$ cat config.mk
export PLATFORM = sky130hd
export DESIGN_NAME = rtlola_trace_player
export DESIGN_NICKNAME = d
export VERILOG_FILES = /design/src/rtl/rtlola_trace_player.sv
export SDC_FILE = /design/constraint.sdc
export NUM_CORES = 2
export LEC_CHECK = 0
export CAP_MARGIN = 20
export CORE_ASPECT_RATIO = 1.1
export CORE_MARGIN = 4
export CORE_UTILIZATION = 50
export CTS_CLUSTER_SIZE = 30
export DETAILED_ROUTE_END_ITERATION = 7
export GPL_ROUTABILITY_DRIVEN = 1
export PLACE_DENSITY_LB_ADDON = 0.15
export RECOVER_POWER = 50
export SYNTH_ARGS = -nofsm -noshare
export SYNTH_HDL_FRONTEND = slang
export SYNTH_SLANG_ARGS = --single-unit
$ cat constraint.sdc
create_clock -name clk -period 20.6 [get_ports clk]
set_clock_uncertainty 0.05 [all_clocks]
set_input_delay 5.15 -clock clk [delete_from_list [all_inputs] [get_ports clk]]
set_output_delay 5.15 -clock clk [all_outputs]
set_load 0.005 [all_outputs]
$ cat src/rtl/rtlola_trace_player.sv
// Trace player: stores up to DEPTH timed input events and replays them into a
// monitor as registered (value, new_input) pulses, with loop, abort and enable freeze.
module rtlola_trace_player #(
  parameter int unsigned NUM_IN  = 3,
  parameter int unsigned DATA_W  = 64,
  parameter int unsigned DEPTH   = 16,
  parameter int unsigned DELTA_W = 32
) (
  input  logic                     clk,
  input  logic                     rst,
  input  logic                     en,
  input  logic                     load_valid,
  output logic                     load_ready,
  input  logic [DELTA_W-1:0]       load_delta,
  input  logic [NUM_IN-1:0]        load_mask,
  input  logic [NUM_IN*DATA_W-1:0] load_data,
  input  logic                     start,
  input  logic                     loop_en,
  input  logic                     abort,
  input  logic                     clear,
  output logic [NUM_IN*DATA_W-1:0] input_data,
  output logic [NUM_IN-1:0]        new_input,
  output logic                     busy,
  output logic                     done,
  output logic [15:0]              ev_count
);

  localparam int unsigned PTR_W = $clog2(DEPTH);
  localparam int unsigned CNT_W = PTR_W + 1;
  localparam int unsigned DAT_W = NUM_IN * DATA_W;

  typedef enum logic [1:0] {
    S_IDLE = 2'd0,
    S_WAIT = 2'd1,
    S_FIRE = 2'd2,
    S_DONE = 2'd3
  } state_t;

  state_t             state_q, state_d;
  logic [CNT_W-1:0]   count_q, count_d;
  logic [PTR_W-1:0]   rd_ptr_q, rd_ptr_d;
  logic [DELTA_W-1:0] gap_q, gap_d;
  logic [15:0]        ev_count_q, ev_count_d;
  logic [NUM_IN-1:0]  new_input_q;
  logic [DAT_W-1:0]   input_data_q;
  logic               busy_q;
  logic               done_q;

  logic [DELTA_W-1:0] mem_delta_q [DEPTH];
  logic [NUM_IN-1:0]  mem_mask_q  [DEPTH];
  logic [DAT_W-1:0]   mem_data_q  [DEPTH];

  logic               mem_we_c;
  logic               fire_c;
  logic               last_c;
  logic               start_ok_c;
  logic [PTR_W-1:0]   nxt_ptr_c;
  logic [DAT_W-1:0]   fire_data_c;

  assign load_ready = (state_q == S_IDLE) && (count_q < CNT_W'(DEPTH)) && !start;
  assign start_ok_c = start && en;
  assign last_c     = (CNT_W'(rd_ptr_q) == (count_q - CNT_W'(1)));
  assign nxt_ptr_c  = rd_ptr_q + PTR_W'(1);

  // Trace RAM: no reset, entries appended at the current fill level.
  always_ff @(posedge clk) begin
    if (mem_we_c) begin
      mem_delta_q[count_q[PTR_W-1:0]] <= load_delta;
      mem_mask_q[count_q[PTR_W-1:0]]  <= load_mask;
      mem_data_q[count_q[PTR_W-1:0]]  <= load_data;
    end
  end

  // Channel values of the current entry, zeroed where the mask bit is clear.
  always_comb begin
    fire_data_c = '0;
    for (int i = 0; i < int'(NUM_IN); i++) begin
      if (mem_mask_q[rd_ptr_q][i]) begin
        fire_data_c[i*DATA_W +: DATA_W] = mem_data_q[rd_ptr_q][i*DATA_W +: DATA_W];
      end
    end
  end

  always_ff @(posedge clk or posedge rst) begin
    if (rst) begin
      state_q      <= S_IDLE;
      count_q      <= '0;
      rd_ptr_q     <= '0;
      gap_q        <= '0;
      ev_count_q   <= '0;
      new_input_q  <= '0;
      input_data_q <= '0;
      busy_q       <= 1'b0;
      done_q       <= 1'b0;
    end else begin
      state_q      <= state_d;
      count_q      <= count_d;
      rd_ptr_q     <= rd_ptr_d;
      gap_q        <= gap_d;
      ev_count_q   <= ev_count_d;
      // Outputs are loaded on entry to a state so pulses line up with FIRE.
      new_input_q  <= fire_c ? mem_mask_q[rd_ptr_q] : '0;
      input_data_q <= fire_c ? fire_data_c : '0;
      busy_q       <= (state_d == S_WAIT) || (state_d == S_FIRE);
      done_q       <= (state_d == S_DONE);
    end
  end

  // Next state; abort beats clear beats start beats load.
  always_comb begin
    state_d    = state_q;
    count_d    = count_q;
    rd_ptr_d   = rd_ptr_q;
    gap_d      = gap_q;
    ev_count_d = ev_count_q;
    mem_we_c   = 1'b0;
    fire_c     = 1'b0;
    if (abort) begin
      state_d = S_IDLE;
    end else begin
      case (state_q)
        S_IDLE, S_DONE: begin
          if (clear) begin
            count_d = '0;
            state_d = S_IDLE;
          end else if (start_ok_c) begin
            ev_count_d = '0;
            rd_ptr_d   = '0;
            if (count_q == '0) begin
              state_d = S_DONE;
            end else begin
              gap_d   = mem_delta_q[0];
              state_d = S_WAIT;
            end
          end else if (load_valid && load_ready) begin
            mem_we_c = 1'b1;
            count_d  = count_q + CNT_W'(1);
          end
        end
        S_WAIT: begin
          if (en) begin
            if (gap_q == '0) begin
              fire_c  = 1'b1;
              state_d = S_FIRE;
              if ((mem_mask_q[rd_ptr_q] != '0) && (ev_count_q != 16'hFFFF)) begin
                ev_count_d = ev_count_q + 16'd1;
              end
            end else begin
              gap_d = gap_q - DELTA_W'(1);
            end
          end
        end
        S_FIRE: begin
          if (last_c) begin
            if (loop_en) begin
              rd_ptr_d = '0;
              gap_d    = mem_delta_q[0];
              state_d  = S_WAIT;
            end else begin
              state_d = S_DONE;
            end
          end else begin
            rd_ptr_d = nxt_ptr_c;
            gap_d    = mem_delta_q[nxt_ptr_c];
            state_d  = S_WAIT;
          end
        end
        default: state_d = S_IDLE;
      endcase
    end
  end

  assign input_data = input_data_q;
  assign new_input  = new_input_q;
  assign busy       = busy_q;
  assign done       = done_q;
  assign ev_count   = ev_count_q;

endmodule

Word level (Yosys, flattened, before mapping)

Memories as Yosys holds them, arrays and structs flattened.
Cells that the tools add are included.

Magnitude comparators: 1
Reduce and logical (&&, ||, !) cells: 19
Bitwise operators: 1
Add/sub/neg operators: 5
Eq/ne operators: 17
Multiplexer cells: 47

Operator list:

| operator              | count |
|---|---|
| $mux 32               | 7 |
| $mux 192              | 1 |
| $mux 64               | 3 |
| $pmux 32 s3           | 1 |
| $mux 16               | 5 |
| $logic_not 32->1      | 1 |
| $pmux 16 s2           | 1 |
| $sub 32x1->32 const B | 1 |
| $add 16x1->16 const B | 1 |
| $mux 2                | 8 |
| $mux 4                | 4 |
| $ne 16x16->1 const B  | 1 |
| $ne 2x2->1 const B    | 8 |
| $mux 5                | 3 |
| $reduce_and 7->1      | 2 |
| $mux 1                | 11 |
| $eq 2x2->1 const B    | 4 |
| $pmux 4 s2            | 1 |
| $pmux 2 s3            | 1 |
| $reduce_bool 2->1     | 3 |
| $add 5x1->5 const B   | 1 |
| $eq 4x5->1            | 1 |
| $logic_and 1x1->1     | 5 |
| $logic_not 5->1       | 1 |
| 14 further kinds      | 15 |

RAM bits: 3,632
Bits in registers: 256
Output and inout bits: 214
Bits of input ports: 235
Memories: 3
Word-level logic and storage cells: 102

Memories:

| memory      | words | width | read ports | clocked after memory_dff | write ports | RTL line | text |
|---|---|---|---|---|---|---|---|
| mem_data_q  | 16    | 192   | 1          | 0                        | 1           | 51       | `logic [DAT_W-1:0] mem_data_q [DEPTH];` |
| mem_delta_q | 16    | 32    | 2          | 0                        | 1           | 49       | `logic [DELTA_W-1:0] mem_delta_q [DEPTH];` |
| mem_mask_q  | 16    | 3     | 1          | 0                        | 1           | 50       | `logic [NUM_IN-1:0] mem_mask_q [DEPTH];` |

Depth between registers and ports, before layout

Depth in word-level cells: 11
Gate-level depth with buffers: 11
Mapped depth without buffers: 9

Least setup slack after synthesis

Ideal clock, no wire load.

Path type: input port to flip-flop
From: input start
To: memory mem_data_q[0][0] (netlist bit) (enable)
Path buffers: 1
Arrival time: 21.453 ns
Data required time: 19.456 ns
Library setup time: 1.094 ns
Stages: 6
Slack: -1.996 ns
Cell sequence: nor3b_1 > and3_1 > clkbuf_1 > nor2b_1 > nand2_1 > nor3_1

Longest elaborated chain between the ends: 10
Elaborated cells on any way between the ends: 11
Those cells by class: mux: 7; reduce/logical: 4

RTL lines:

| what                             | RTL line | text |
|---|---|---|
| start, declared                  | 17       | `input logic start,` |
| $logic_not 1->1                  | 60       | `assign load_ready = (state_q == S_IDLE) && (count_q < CNT_W'(DEPTH)) && !start;` |
| $logic_and 1x1->1                | 60       |  |
| $logic_and 1x1->1                | 135      | `end else if (load_valid && load_ready) begin` |
| $mux 1                           | 135      |  |
| $mux 1 (*)                       | 126      | `end else if (start_ok_c) begin` |
| $mux 1 (*)                       | 123      | `if (clear) begin` |
| $mux 1 (*)                       | 121      | `case (state_q)` |
| $mux 1 (*)                       | 118      | `if (abort) begin` |
| $mux 1 (*)                       | 67       | `if (mem_we_c) begin` |
| $mux 1 (not written as such) (*) | 70       | `mem_data_q[count_q[PTR_W-1:0]] <= load_data;` |
| end, declared                    | 51       |  |

Mark *: on every way between the ends. The rest lies on a longest branch, timed or not.

==> flow_summary.ini <==
[outcome]
outcome = complete, but fails checks
violations = max-capacitance violations, max-slew violations

[timing]
timing.final.crit_share = 0.601
hold_ws_ps = 453
fmax_ghz = 0.0807
rsz0062_at_grt = no
drv_slew = 448
hold_violations = 0
maxSlewHeadroom = -2.17
fin_setup_tns_ps = 0
worst-slew-pin-transition_ps = 4760
setup_viol = 0
fin_crit_ps = 12390

[worst_setup_path]
crit_buf_inv = 4
timing.critical_path.mode_cell = clkbuf_1
cp-start-kind = input port
r2r_setup_slack_ps = 13590
crit_chain = dlygate4sd3_1 -> clkinvlp_2 -> clkbuf_1 -> clkbuf_1
crit_arrival_ps = 12500
path_depth = 4
r2r_cells = 10
cp_slowest_stage_delay_ps = 2570
critPathSlowestCell = clkbuf_1
path_class = in2async
worstReg2RegStart = state_q[0]
worstPathRequired_ps = 20710
cp_top_family = buffers and inverters
startpoint = rst
crit_fanout = 64
cp-end-kind = asynchronous set/reset pin

[finish]
nets = 6974
area_delta_synth_final_pct = 15.0
fin_util = 0.578
seq_area_um2 = 115000
layout-drive-gt1-share = 0.261
multi_input_area_um2 = 30100
fillers = 20800

[die]
die_w_um = 525
fp.coreArea_um2 = 292000
initial_core_util = 0.502
io_pins = 449
rows = 208
dieArea_um2 = 302000
die_height_um = 576

[place]
hpwl_mm = 181
place_congestion = 0.786
io_buffer_count = 448

[clock_tree]
cts_hold_buf = 0
clock_path_buffers = 4
root_buffer = clkbuf_16
cts_resized = 0
clk-insertion-delay-late_ps = 920
cts_tree = yes
cts_made_buffers = 386
post_cts_buffers = 0
clkSlewWorstSetupHoldPaths_ps = 60
clock_sinks = 3888
htreeDepth = 5

[pwr]
total_switching_power_mw = 4.90
swShare = 0.252
powerDensity_nw_per_um2 = 115
p_int_mw = 14.5
p_seq_frac = 0.453
power.total_mw = 19.4
p_comb_frac = 0.187
leakage_nw = 53.3
ir_worst_vdd_mv = 0.0857
clkPwrFrac = 0.360

[global_route]
grt_pass1_vias = 70000
grt_start_max_net_pins = 158
grt_antenna_before_repair = 126
grt_pass1_wl_mm = 508
grt_usage = 0.230
grt-ovfl-total = 0

[synthesis]
synth_seq_area_share = 0.786
yosys.area.top_type = edfxtp_1
synth_xor_area_frac = 0.00179
async_reset_ff_frac = 0.0658
synth_nets = 6355
synth-main-ff-cell = edfxtp_1
syn_inst = 6107
yosys.area_share.simple = 0.0180
muxShareOfSynthArea = 0.174
synth_area_leaders = edfxtp_1 74%, mux4_2 17%, dfrtp_1 4.4%, and3_1 0.85%, buf_2 0.41%
synth_top_family_by_area = multiplexers
yosysWarnings = 0
synth_adder_area_share = 0.00111
synth_seq_cells = 3888
synth_compound_area_frac = 0.00865
synth.top_cell.area_share = 0.743
synth_enable_flop_cells = 3632
synth_area_per_cell_um2 = 24.0
ys_types = 69
synth_area_um2 = 147000

[min_path]
min_path_type = reg2reg
min_from = gap_q[30]
hold_depth = 1

[detailed_routing]
drt_iter0_drc = 6709
drc_errors = 0
wire_per_inst_um = 31.6
num_vias = 67200
avgViaCountPerCell = 6.12
firstDrtPassIters = 6
wirelength_mm = 347
ant_nets = 0

[run]
drv_cap = 8
-- cell usage in the layout (no fill, tap or decap), types with 26 or more instances in the layout --
cell type        instances
diode_2                 40
nand3_1                 32
dfrtp_1                252
a21oi_1                 33
nor2_1                  34
mux2i_1                 56
and3_1                 199
clkdlybuf4s50_1        218
clkbuf_8                26
buf_4                   98
clkinv_1                56
nand2_1                 96
mux4_2                1100
clkbuf_1               106
bufinv_16               35
dlygate4sd3_1          230
clkinv_2                67
clkbuf_16              391
edfxtp_1              3632
-- cells by family (layout without fill, tap and decap cells) --
kind of cell,after synthesis,in the layout
multiplexers,1172,1172
flip-flops,3888,3888
buffers and inverters,364,1304
AND/OR/NAND/NOR,471,471
adder cells (fa/ha/maj),13,13
AO/OA/AOI/OAI,169,169
other,0,40
XOR/XNOR,30,30
-- stage by stage --
step	setup WS [ps]	cells	instance area, um^2
final	8210	11000	169000
after global routing	6630	10900	169000
after CTS	8920	10900	169000
after detailed placement	8930	10200	156000
after global placement	8880	10200	156000
after floorplan	4100	6107	147000
-- cell type report --
class                      instances  share of cell area
sequential                      3888               0.684
multi-input combinational       1855               0.178
clock buffer                     516              0.0622
timing repair buffer             574              0.0336
tap                             3885              0.0288
clock inverter                   193              0.0128
antenna                           40            0.000592
inverter                          21            0.000474
-- sequential cells by signal, indices dropped and copies added, names as in the netlist --
name,flops
done,1
state_q,2
busy,1
rd_ptr_q,4
mem_data_q,3072
new_input,3
mem_delta_q,512
count_q,5
mem_mask_q,48
ev_count,16
input_data,192
gap_q,32
-- path summary, 6_finish.rpt --
check | to
hold / removal | gap_q[30]
min in group asynchronous | input_data[73]
setup / recovery | input_data[145]
hold reg to reg | gap_q[30]
max in group clk | load_ready
setup reg to reg | mem_data_q[4][133]
-- Yosys cell counts (all sizes together) (11+ instances only) --
cell type and instances:
mux2 15, nor3 25, nand3 34, buf 196, inv 21, o31ai 11, a21oi 33, ha 13
and4 11, mux2i 57, o22ai 11, xor2 22, edfxtp 3632, clkbuf 147, and3 199, a22oi 15
nand2 96, nor2 46, dfrtp 256, nor4 13, mux4 1100, a32o 12, o21ai 23
-- power by group through the flow --
| stage | registers [mW] | clock network (mW) | logic [mW] |
|---|---|---|---|
| detailed placement | 8.97 | 0 | 3.70 |
| global placement | 8.97 | 0 | 3.69 |
| floorplan | 8.93 | 0 | 2.68 |
| global route | 8.81 | 7.49 | 3.89 |
| CTS | 8.81 | 7.14 | 3.72 |
| finish | 8.81 | 6.99 | 3.63 |
-- layer usage --
layer	GRT usage	wire length, um
met1	0.335	145000
met2	0.374	172000
met3	0.0408	23700
met4	0.0419	5400
met5	0	264
Power figures use the tool's default switching activity.
